[src/rtl/sb_pkg.sv]
// Shared constants for the register scoreboard: register count, default
// in-flight depth and the counter width derived from it.
package sb_pkg;

    localparam int NUM_REGS        = 32;
    localparam int MAX_PENDING_DEF = 3;
    localparam int CNT_W           = $clog2(MAX_PENDING_DEF + 1);

    // Width needed to hold counts 0..max inclusive.
    function automatic int cnt_width(input int max);
        return $clog2(max + 1);
    endfunction

endpackage

[src/rtl/reg_scoreboard_if.sv]
// Decode/writeback/kill signal bundle between the pipeline and the scoreboard.
// The issue handshake is issue_valid_i with stall_o acting as the inverse of ready.
interface reg_scoreboard_if;
    import sb_pkg::*;

    logic                issue_valid_i;
    logic [4:0]          issue_rs1_addr_i;
    logic [4:0]          issue_rs2_addr_i;
    logic                issue_rs1_used_i;
    logic                issue_rs2_used_i;
    logic [4:0]          issue_rd_addr_i;
    logic                issue_rd_wren_i;
    logic                stall_o;
    logic                wb_valid_i;
    logic [4:0]          wb_rd_addr_i;
    logic                wb_rd_wren_i;
    logic                kill_valid_i;
    logic [4:0]          kill_rd_addr_i;
    logic [NUM_REGS-1:0] busy_o;
    logic                err_o;

    modport master (
        output issue_valid_i, issue_rs1_addr_i, issue_rs2_addr_i,
               issue_rs1_used_i, issue_rs2_used_i, issue_rd_addr_i, issue_rd_wren_i,
               wb_valid_i, wb_rd_addr_i, wb_rd_wren_i, kill_valid_i, kill_rd_addr_i,
        input  stall_o, busy_o, err_o
    );

    modport slave (
        input  issue_valid_i, issue_rs1_addr_i, issue_rs2_addr_i,
               issue_rs1_used_i, issue_rs2_used_i, issue_rd_addr_i, issue_rd_wren_i,
               wb_valid_i, wb_rd_addr_i, wb_rd_wren_i, kill_valid_i, kill_rd_addr_i,
        output stall_o, busy_o, err_o
    );

endinterface

[src/rtl/sb_counter.sv]
// Saturating up/down pending counter: one increment and up to two decrements
// netted into a single update; err pulses when the result had to be clamped.
module sb_counter
    import sb_pkg::*;
#(
    parameter int MAX = MAX_PENDING_DEF,
    parameter int W   = CNT_W
) (
    input  logic         clk,
    input  logic         rst,
    input  logic         inc,
    input  logic [1:0]   dec,
    output logic [W-1:0] count,
    output logic         err
);

    localparam logic [W-1:0] MAX_C = W'(MAX);

    logic [W-1:0] count_d;
    int           nxt;

    always_comb begin
        count_d = count;
        err     = 1'b0;
        nxt     = int'(count) + int'(inc) - int'(dec[0]) - int'(dec[1]);
        if (nxt < 0) begin
            count_d = '0;
            err     = 1'b1;
        end else if (nxt > MAX) begin
            count_d = MAX_C;
            err     = 1'b1;
        end else begin
            count_d = nxt[W-1:0];
        end
    end

    always_ff @(posedge clk or posedge rst) begin
        if (rst) count <= '0;
        else     count <= count_d;
    end

endmodule

[src/rtl/reg_scoreboard.sv]
// Register scoreboard: counts in-flight writers per architectural register and
// stalls issue on RAW hazards or when a destination already has MAX_PENDING writers.
module reg_scoreboard
    import sb_pkg::*;
#(
    parameter int MAX_PENDING = MAX_PENDING_DEF
) (
    input  logic           clk_i,
    input  logic           rst_i,
    reg_scoreboard_if.slave bus
);

    localparam int           CW    = cnt_width(MAX_PENDING);
    localparam logic [CW-1:0] MAX_C = CW'(MAX_PENDING);

    logic [CW-1:0]       cnt [NUM_REGS];
    logic [NUM_REGS-1:0] busy;
    logic [NUM_REGS-1:0] err_vec;
    logic                err_q;
    logic                stall;
    logic                fire;

    assign fire = bus.issue_valid_i && !stall;

    // x0 is hardwired: never counted, never busy, never an error source.
    assign cnt[0]     = '0;
    assign busy[0]    = 1'b0;
    assign err_vec[0] = 1'b0;

    for (genvar i = 1; i < NUM_REGS; i++) begin : g_cnt
        logic       inc;
        logic [1:0] dec;

        assign inc    = fire && bus.issue_rd_wren_i && (bus.issue_rd_addr_i == 5'(i));
        assign dec[0] = bus.wb_valid_i && bus.wb_rd_wren_i && (bus.wb_rd_addr_i == 5'(i));
        assign dec[1] = bus.kill_valid_i && (bus.kill_rd_addr_i == 5'(i));

        sb_counter #(
            .MAX (MAX_PENDING),
            .W   (CW)
        ) u_cnt (
            .clk   (clk_i),
            .rst   (rst_i),
            .inc   (inc),
            .dec   (dec),
            .count (cnt[i]),
            .err   (err_vec[i])
        );

        assign busy[i] = |cnt[i];
    end

    // Stall reads registered counts only, so a same-cycle writeback never
    // releases a dependent (no write-to-read bypass in the register file).
    always_comb begin
        stall = 1'b0;
        if (bus.issue_valid_i) begin
            if (bus.issue_rs1_used_i && busy[bus.issue_rs1_addr_i]) stall = 1'b1;
            if (bus.issue_rs2_used_i && busy[bus.issue_rs2_addr_i]) stall = 1'b1;
            if (bus.issue_rd_wren_i && (bus.issue_rd_addr_i != 5'd0) &&
                (cnt[bus.issue_rd_addr_i] == MAX_C)) stall = 1'b1;
        end
    end

    always_ff @(posedge clk_i or posedge rst_i) begin
        if (rst_i) err_q <= 1'b0;
        else       err_q <= err_q | (|err_vec);
    end

    assign bus.stall_o = stall;
    assign bus.busy_o  = busy;
    assign bus.err_o   = err_q;

endmodule

[src/flat_wrapper.sv]
// flat-port wrapper written by rule: the top's interface ports become plain ports
module reg_scoreboard_flat import sb_pkg::*;
#(
    parameter int MAX_PENDING = MAX_PENDING_DEF
)
  (clk_i, rst_i, bus_issue_valid_i, bus_issue_rs1_addr_i, bus_issue_rs2_addr_i, bus_issue_rs1_used_i, bus_issue_rs2_used_i, bus_issue_rd_addr_i, bus_issue_rd_wren_i, bus_wb_valid_i, bus_wb_rd_addr_i, bus_wb_rd_wren_i, bus_kill_valid_i, bus_kill_rd_addr_i, bus_stall_o, bus_busy_o, bus_err_o);
  reg_scoreboard_if bus_i ();
  input  logic clk_i;
  input  logic rst_i;
  input wire logic [$bits(bus_i.issue_valid_i)-1:0] bus_issue_valid_i;
  input wire logic [$bits(bus_i.issue_rs1_addr_i)-1:0] bus_issue_rs1_addr_i;
  input wire logic [$bits(bus_i.issue_rs2_addr_i)-1:0] bus_issue_rs2_addr_i;
  input wire logic [$bits(bus_i.issue_rs1_used_i)-1:0] bus_issue_rs1_used_i;
  input wire logic [$bits(bus_i.issue_rs2_used_i)-1:0] bus_issue_rs2_used_i;
  input wire logic [$bits(bus_i.issue_rd_addr_i)-1:0] bus_issue_rd_addr_i;
  input wire logic [$bits(bus_i.issue_rd_wren_i)-1:0] bus_issue_rd_wren_i;
  input wire logic [$bits(bus_i.wb_valid_i)-1:0] bus_wb_valid_i;
  input wire logic [$bits(bus_i.wb_rd_addr_i)-1:0] bus_wb_rd_addr_i;
  input wire logic [$bits(bus_i.wb_rd_wren_i)-1:0] bus_wb_rd_wren_i;
  input wire logic [$bits(bus_i.kill_valid_i)-1:0] bus_kill_valid_i;
  input wire logic [$bits(bus_i.kill_rd_addr_i)-1:0] bus_kill_rd_addr_i;
  output wire logic [$bits(bus_i.stall_o)-1:0] bus_stall_o;
  output wire logic [$bits(bus_i.busy_o)-1:0] bus_busy_o;
  output wire logic [$bits(bus_i.err_o)-1:0] bus_err_o;
  assign bus_i.issue_valid_i = bus_issue_valid_i;
  assign bus_i.issue_rs1_addr_i = bus_issue_rs1_addr_i;
  assign bus_i.issue_rs2_addr_i = bus_issue_rs2_addr_i;
  assign bus_i.issue_rs1_used_i = bus_issue_rs1_used_i;
  assign bus_i.issue_rs2_used_i = bus_issue_rs2_used_i;
  assign bus_i.issue_rd_addr_i = bus_issue_rd_addr_i;
  assign bus_i.issue_rd_wren_i = bus_issue_rd_wren_i;
  assign bus_i.wb_valid_i = bus_wb_valid_i;
  assign bus_i.wb_rd_addr_i = bus_wb_rd_addr_i;
  assign bus_i.wb_rd_wren_i = bus_wb_rd_wren_i;
  assign bus_i.kill_valid_i = bus_kill_valid_i;
  assign bus_i.kill_rd_addr_i = bus_kill_rd_addr_i;
  assign bus_stall_o = bus_i.stall_o;
  assign bus_busy_o = bus_i.busy_o;
  assign bus_err_o = bus_i.err_o;
  reg_scoreboard #(.MAX_PENDING(MAX_PENDING)) u_core (.clk_i(clk_i), .rst_i(rst_i), .bus(bus_i));
endmodule
[config.mk]
export PLATFORM = sky130hd
export DESIGN_NAME = reg_scoreboard_flat
export DESIGN_NICKNAME = d
export VERILOG_FILES = /design/src/rtl/sb_pkg.sv /design/src/rtl/reg_scoreboard_if.sv /design/src/rtl/sb_counter.sv /design/src/rtl/reg_scoreboard.sv /design/src/flat_wrapper.sv
export SDC_FILE = /design/constraint.sdc
export NUM_CORES = 1
export LEC_CHECK = 0
export ABC_CLOCK_PERIOD_IN_PS = 4350
export CORE_MARGIN = 1
export CORE_UTILIZATION = 54
export DETAILED_ROUTE_END_ITERATION = 10
export PLACE_DENSITY = 0.79
export SYNTH_ARGS = -nofsm -noshare
export SYNTH_HDL_FRONTEND = slang
export SYNTH_SLANG_ARGS = --single-unit
[constraint.sdc]
create_clock -name clk_i -period 4.35 [get_ports clk_i]
set_clock_uncertainty 0.2 [all_clocks]
set_input_delay 0.87 -clock clk_i [delete_from_list [all_inputs] [get_ports clk_i]]
set_output_delay 0.87 -clock clk_i [all_outputs]
set_load 0.03 [all_outputs]
==> run metrics, run 1 <==
GRT overflow between 200 and 250; stage reached global routing (5_1_grt); Tool Error [ERROR GRT-0232] Routing congestion too high. Check the congestion heatmap in the GUI.; Yosys top cell by area dfrtp_1; Seq/Total Area, Yosys 0.216; die width roughly 120 µm; maximum number of pins on one net before global-route repair 36; dpl cells about 1,300; ranking of synthesized cells by area dfrtp_1, ha_1, fa_1; Total GRT Usage 0.898; input/output buffers between 60 and 70; Routability Congestion between 0.9 and 1; Clock Sinks 63; most common flop cell mapped by yosys dfrtp_1; row cnt between 40 and 50; Clock Path Buffers 2; IO Pins 68; Yosys top cell area share 0.216; flops & latches, synth 63; Syn Nets between 1,000 and 1,500; average size of a mapped cell 8.64 µm²; Synth Warn # 0; clock root buffer clkbuf_16; Hold-fix buffers, CTS 0; Num CTS Buffers 9; Post-Syn Instances 844; count leader, synth inv_1; CTS H-tree depth 3; Post-synth EDFFs 0; Die Y 118 µm; dpl hpwl 21.1 mm; Starting Density 0.553; Syn Std Cell Area between 0.007 and 0.008 mm²; Commonest cells post-synth inv_1, ha_1, nand2_1, nor2_1, dfrtp_1; Synth async-reset ratio 1.00; placed instance area ~0.01 mm²; Unique masters post-synth 61; status did not finish
kinds of logic after synthesis:
logic type / after synthesis / synth area share
DFF: 63 / 0.216
other: 1 / 0.000514
buffers and inverters: 178 / 0.0994
AOI/OAI and AO/OA: 93 / 0.0831
adders and majority gates: 155 / 0.298
muxes: 30 / 0.0776
and+or+nand+nor: 324 / 0.225
layer usage:
layer  GRT usage  overflow
met1       0.882        16
met2        1.01       129
met3       0.806        15
met4       0.929        64
met5       0.577         2
per-stage QoR:
step           setup slack (ns)  hold slack [ns]   util  setup TNS, ns
2_1_floorplan            -0.130            0.457      -         -0.130
3_3_place_gp              -1.25            0.513  0.758         -38.13
3_5_place_dp              -1.31            0.510  0.758         -43.81
4_1_cts                  -0.486            0.545  0.843          -1.67
what timing repair did:
item | CTS
gates resized for setup | 162
pin swaps | 52
setup buffers | 20
cloned | 2
setup endpoints to repair | 64
==> run 2: changes to the inputs <==
ABC_CLOCK_PERIOD_IN_PS = 5650   (was 4350)
CORE_UTILIZATION = 40   (was 54)
PLACE_DENSITY = unset   (was 0.79)
PLACE_DENSITY_LB_ADDON = 0.15   (was unset)
clock period = 5.65 ns   (was 4.35 ns; I/O delays follow)
==> run 2 against run 1 <==
  * Synthesized cell count is the same
  * The flow now finishes without violations
  * Area after synthesis is the same
==> run metrics, run 2 <==
max cap viols 0; Layout Utilization 0.548; number of antenna violations at the first check in global routing 0; Total GRT Usage 0.280; die width 137 µm (+16%); TritonCTS clock tree done; Seq/Total Area, Yosys 0.216 (unchanged); DR vias 6,916; DRT antenna net count 0; Commonest cells post-synth inv_1, ha_1, nand2_1, nor2_1, dfrtp_1; Post-Route WL roughly 25 mm; final hold violation count 0; crit end category flip-flop; CP arrival 5.45 ns; slew at the pin closest to its max-slew limit around 0.86 ns; number of global-route vias before repair 6,994; WP data required approximately 5.7 ns; commonest non-fill, non-tap cell in the layout inv_1; GRT overflow 0; maximum clock rate about 0.18 GHz; commonest cells after routing, fill and taps aside inv_1, buf_4, ha_1, nand2_1, nor2_1; Switch Pwr 0.00157 W; Clock Path Buffers 2 (unchanged); Via density roughly 5.5; largest reg by FF count u_core.g_cnt.u_cnt.count; count leader, synth inv_1; final setup vio count 0; clock root buffer clkbuf_16; Post-synth EDFFs 0 (unchanged); hold depth 3; share of layout cells above drive strength 1 0.204; sequential share of power 0.311; Int Pwr approximately 0.0019 W; area grow syn2layout 31.8%; register-to-register setup slack 0.85 ns; nets 1,227; dpl hpwl 20.7 mm (-2.1%); hold-critical path endpoint u_core.g_cnt[1].u_cnt.count[0]; Post-CTS Repair Setup Buffers 0 (-100%); ranking of synthesized cells by area dfrtp_1, ha_1, fa_1; worst reg2reg endpoint u_core.bus.err_o; Finished Layout Cells 1,267; Sw Ratio 0.457; most common flop cell mapped by yosys dfrtp_1; Post-Syn Instances 844 (unchanged); Max FO, Critical Path 20; Static Leak between 4 and 5 nW; IO Pins 68 (unchanged); status finished, final reports clean; first-pass GRT wire length between 30 and 40 mm; max-slew violations 0; Final period util 0.962; maximum number of pins on one net before global-route repair 54; Clk Latency, worst-skew pair between 0.3 and 0.4 ns; input/output buffers 66 (unchanged); clock network fraction of total power 0.169; Die Y 137 µm (+16%); Starting Density 0.416 (-0.137); Clock Sinks 63 (unchanged); Setup TNS 0 ns; slew margin rel. 0.426; dpl cells 1,252 (-3.9%); Synth async-reset ratio 1.00 (unchanged); Ant. Diodes 0; flops & latches, synth 63 (unchanged); Yosys top cell by area dfrtp_1; Syn Std Cell Area 0.00729 mm² (unchanged); Remaining DRCs 0; max reg flops 62; core area 0.0175 mm²; average size of a mapped cell 8.64 µm² (unchanged); Num CTS Buffers 9 (unchanged); DR WL/cell ~19 µm; Hold-fix buffers, CTS 0 (unchanged); DRT iter0 DRCs around 420; Synth Warn # 0 (unchanged); CTS H-tree depth 3 (unchanged); power density over the cells about 360 mW/mm²; Routability Congestion 0.947 (-4.7%); Hold/Removal Path Class reg -> reg; row cnt 48 (+14%); final worst path period need 5.44 ns; min-delay src u_core.g_cnt[1].u_cnt.count[1]; Yosys top cell area share 0.216 (unchanged); clock slew at reported path FFs ~0.060 ns; Pre-antenna DRT Iters 5; Combinational Power Share 0.520; crit path kind in -> reg; worst vdd ir 289 µV; Worst setup SP type primary input; Syn Nets 1,033 (unchanged); Reg2Reg Launch Point u_core.g_cnt[24].u_cnt.count[1]; R2R depth 19; Unique masters post-synth 61 (unchanged); Die ar. 0.0188 mm²
run 2: cell counts after synthesis:
Identical to the previous run, type by type.
run 2: cell type report:
cell class                      instances  area (µm²)
Tap cell                              225         282
Clock inverter                          3        42.5
Clock buffer                           12         256
Fill cell                            1645        7930
Sequential cell                        63        1580
Timing Repair Buffer                  211        1780
Multi-Input combinational cell        603        5110
Inverter                              150         563
run 2: kinds of logic after synthesis:
| kind of cell | synth area share |
|---|---|
| DFF | 0.216 |
| and+or+nand+nor | 0.225 |
| muxes | 0.0776 |
| adders and majority gates | 0.298 |
| other | 0.000514 |
| buffers and inverters | 0.0994 |
| AOI/OAI and AO/OA | 0.0831 |
run 2: critical path: stages:
cell,delay (ns)
clkdlybuf4s50_1,0.51
buf_12,0.16
buf_4,0.15
mux4_2,0.29
a221o_1,0.36
a32o_2,0.37
buf_12,0.19
nor4_1,0.32
buf_4,0.18
ha_1,0.22
fa_1,0.40
inv_1,0.08
ha_1,0.14
ha_1,0.14
nand2_1,0.12
nor2_1,0.10
o2111ai_1,0.12
nor4_1,0.25
buf_4,0.16
nand3_1,0.05
run 2: what timing repair did:
item	CTS	global route
pin swaps	0	4
endpoints found under the hold margin	0	0
gates resized for setup	3	21
setup endpoints to repair	1	1
run 2: how the worst max path moves through the flow:
stage | startpoint | end | depth (start not counted) | slack [ns]
after floorplan | bus_issue_rd_addr_i[1] | u_core.bus.err_o | 19 | 0.71
after global placement | bus_issue_rs1_addr_i[2] | u_core.bus.err_o | 19 | -0.51
after detailed placement | bus_issue_rs1_addr_i[2] | u_core.bus.err_o | 19 | -0.43
after CTS | bus_issue_rd_addr_i[1] | u_core.bus.err_o | 19 | 0.01
after global routing | bus_issue_rs1_addr_i[2] | u_core.bus.err_o | 21 | -0.007
final | bus_issue_rd_addr_i[1] | u_core.bus.err_o | 20 | 0.21
run 2: layer usage:
| layer | up-vias | track usage | wire (µm) |
|---|---|---|---|
| met5 | - | 0 | 0 |
| met4 | 0 | 0.0983 | 648 |
| met3 | 45 | 0.0519 | 1900 |
| met2 | 261 | 0.439 | 10800 |
| met1 | 3311 | 0.385 | 11100 |
| li1 | 3299 | - | - |
run 2: power groups by stage:
stage / logic, W / clock network, W / registers [W]
after floorplan: 0.00119 / 0 / 0.000838
after global placement: 0.00173 / 0 / 0.00106
after detailed placement: 0.00176 / 0 / 0.00106
after CTS: 0.00177 / 0.000592 / 0.00105
after global routing: 0.00199 / 0.000605 / 0.00108
final: 0.00179 / 0.000583 / 0.00107
run 2: per-stage QoR:
step                      instance area [µm²]  hold WS, ns  worst slack, ns  power, W
after floorplan                          7290        0.457            0.712   0.00202
after global placement                   9180        0.585           -0.515   0.00279
after detailed placement                 9180        0.570           -0.434   0.00282
after CTS                                9500        0.583           0.0150   0.00342
after global routing                     9610        0.629         -0.00699   0.00368
final                                    9610        0.589            0.214   0.00344
Power figures use the tool's default switching activity.
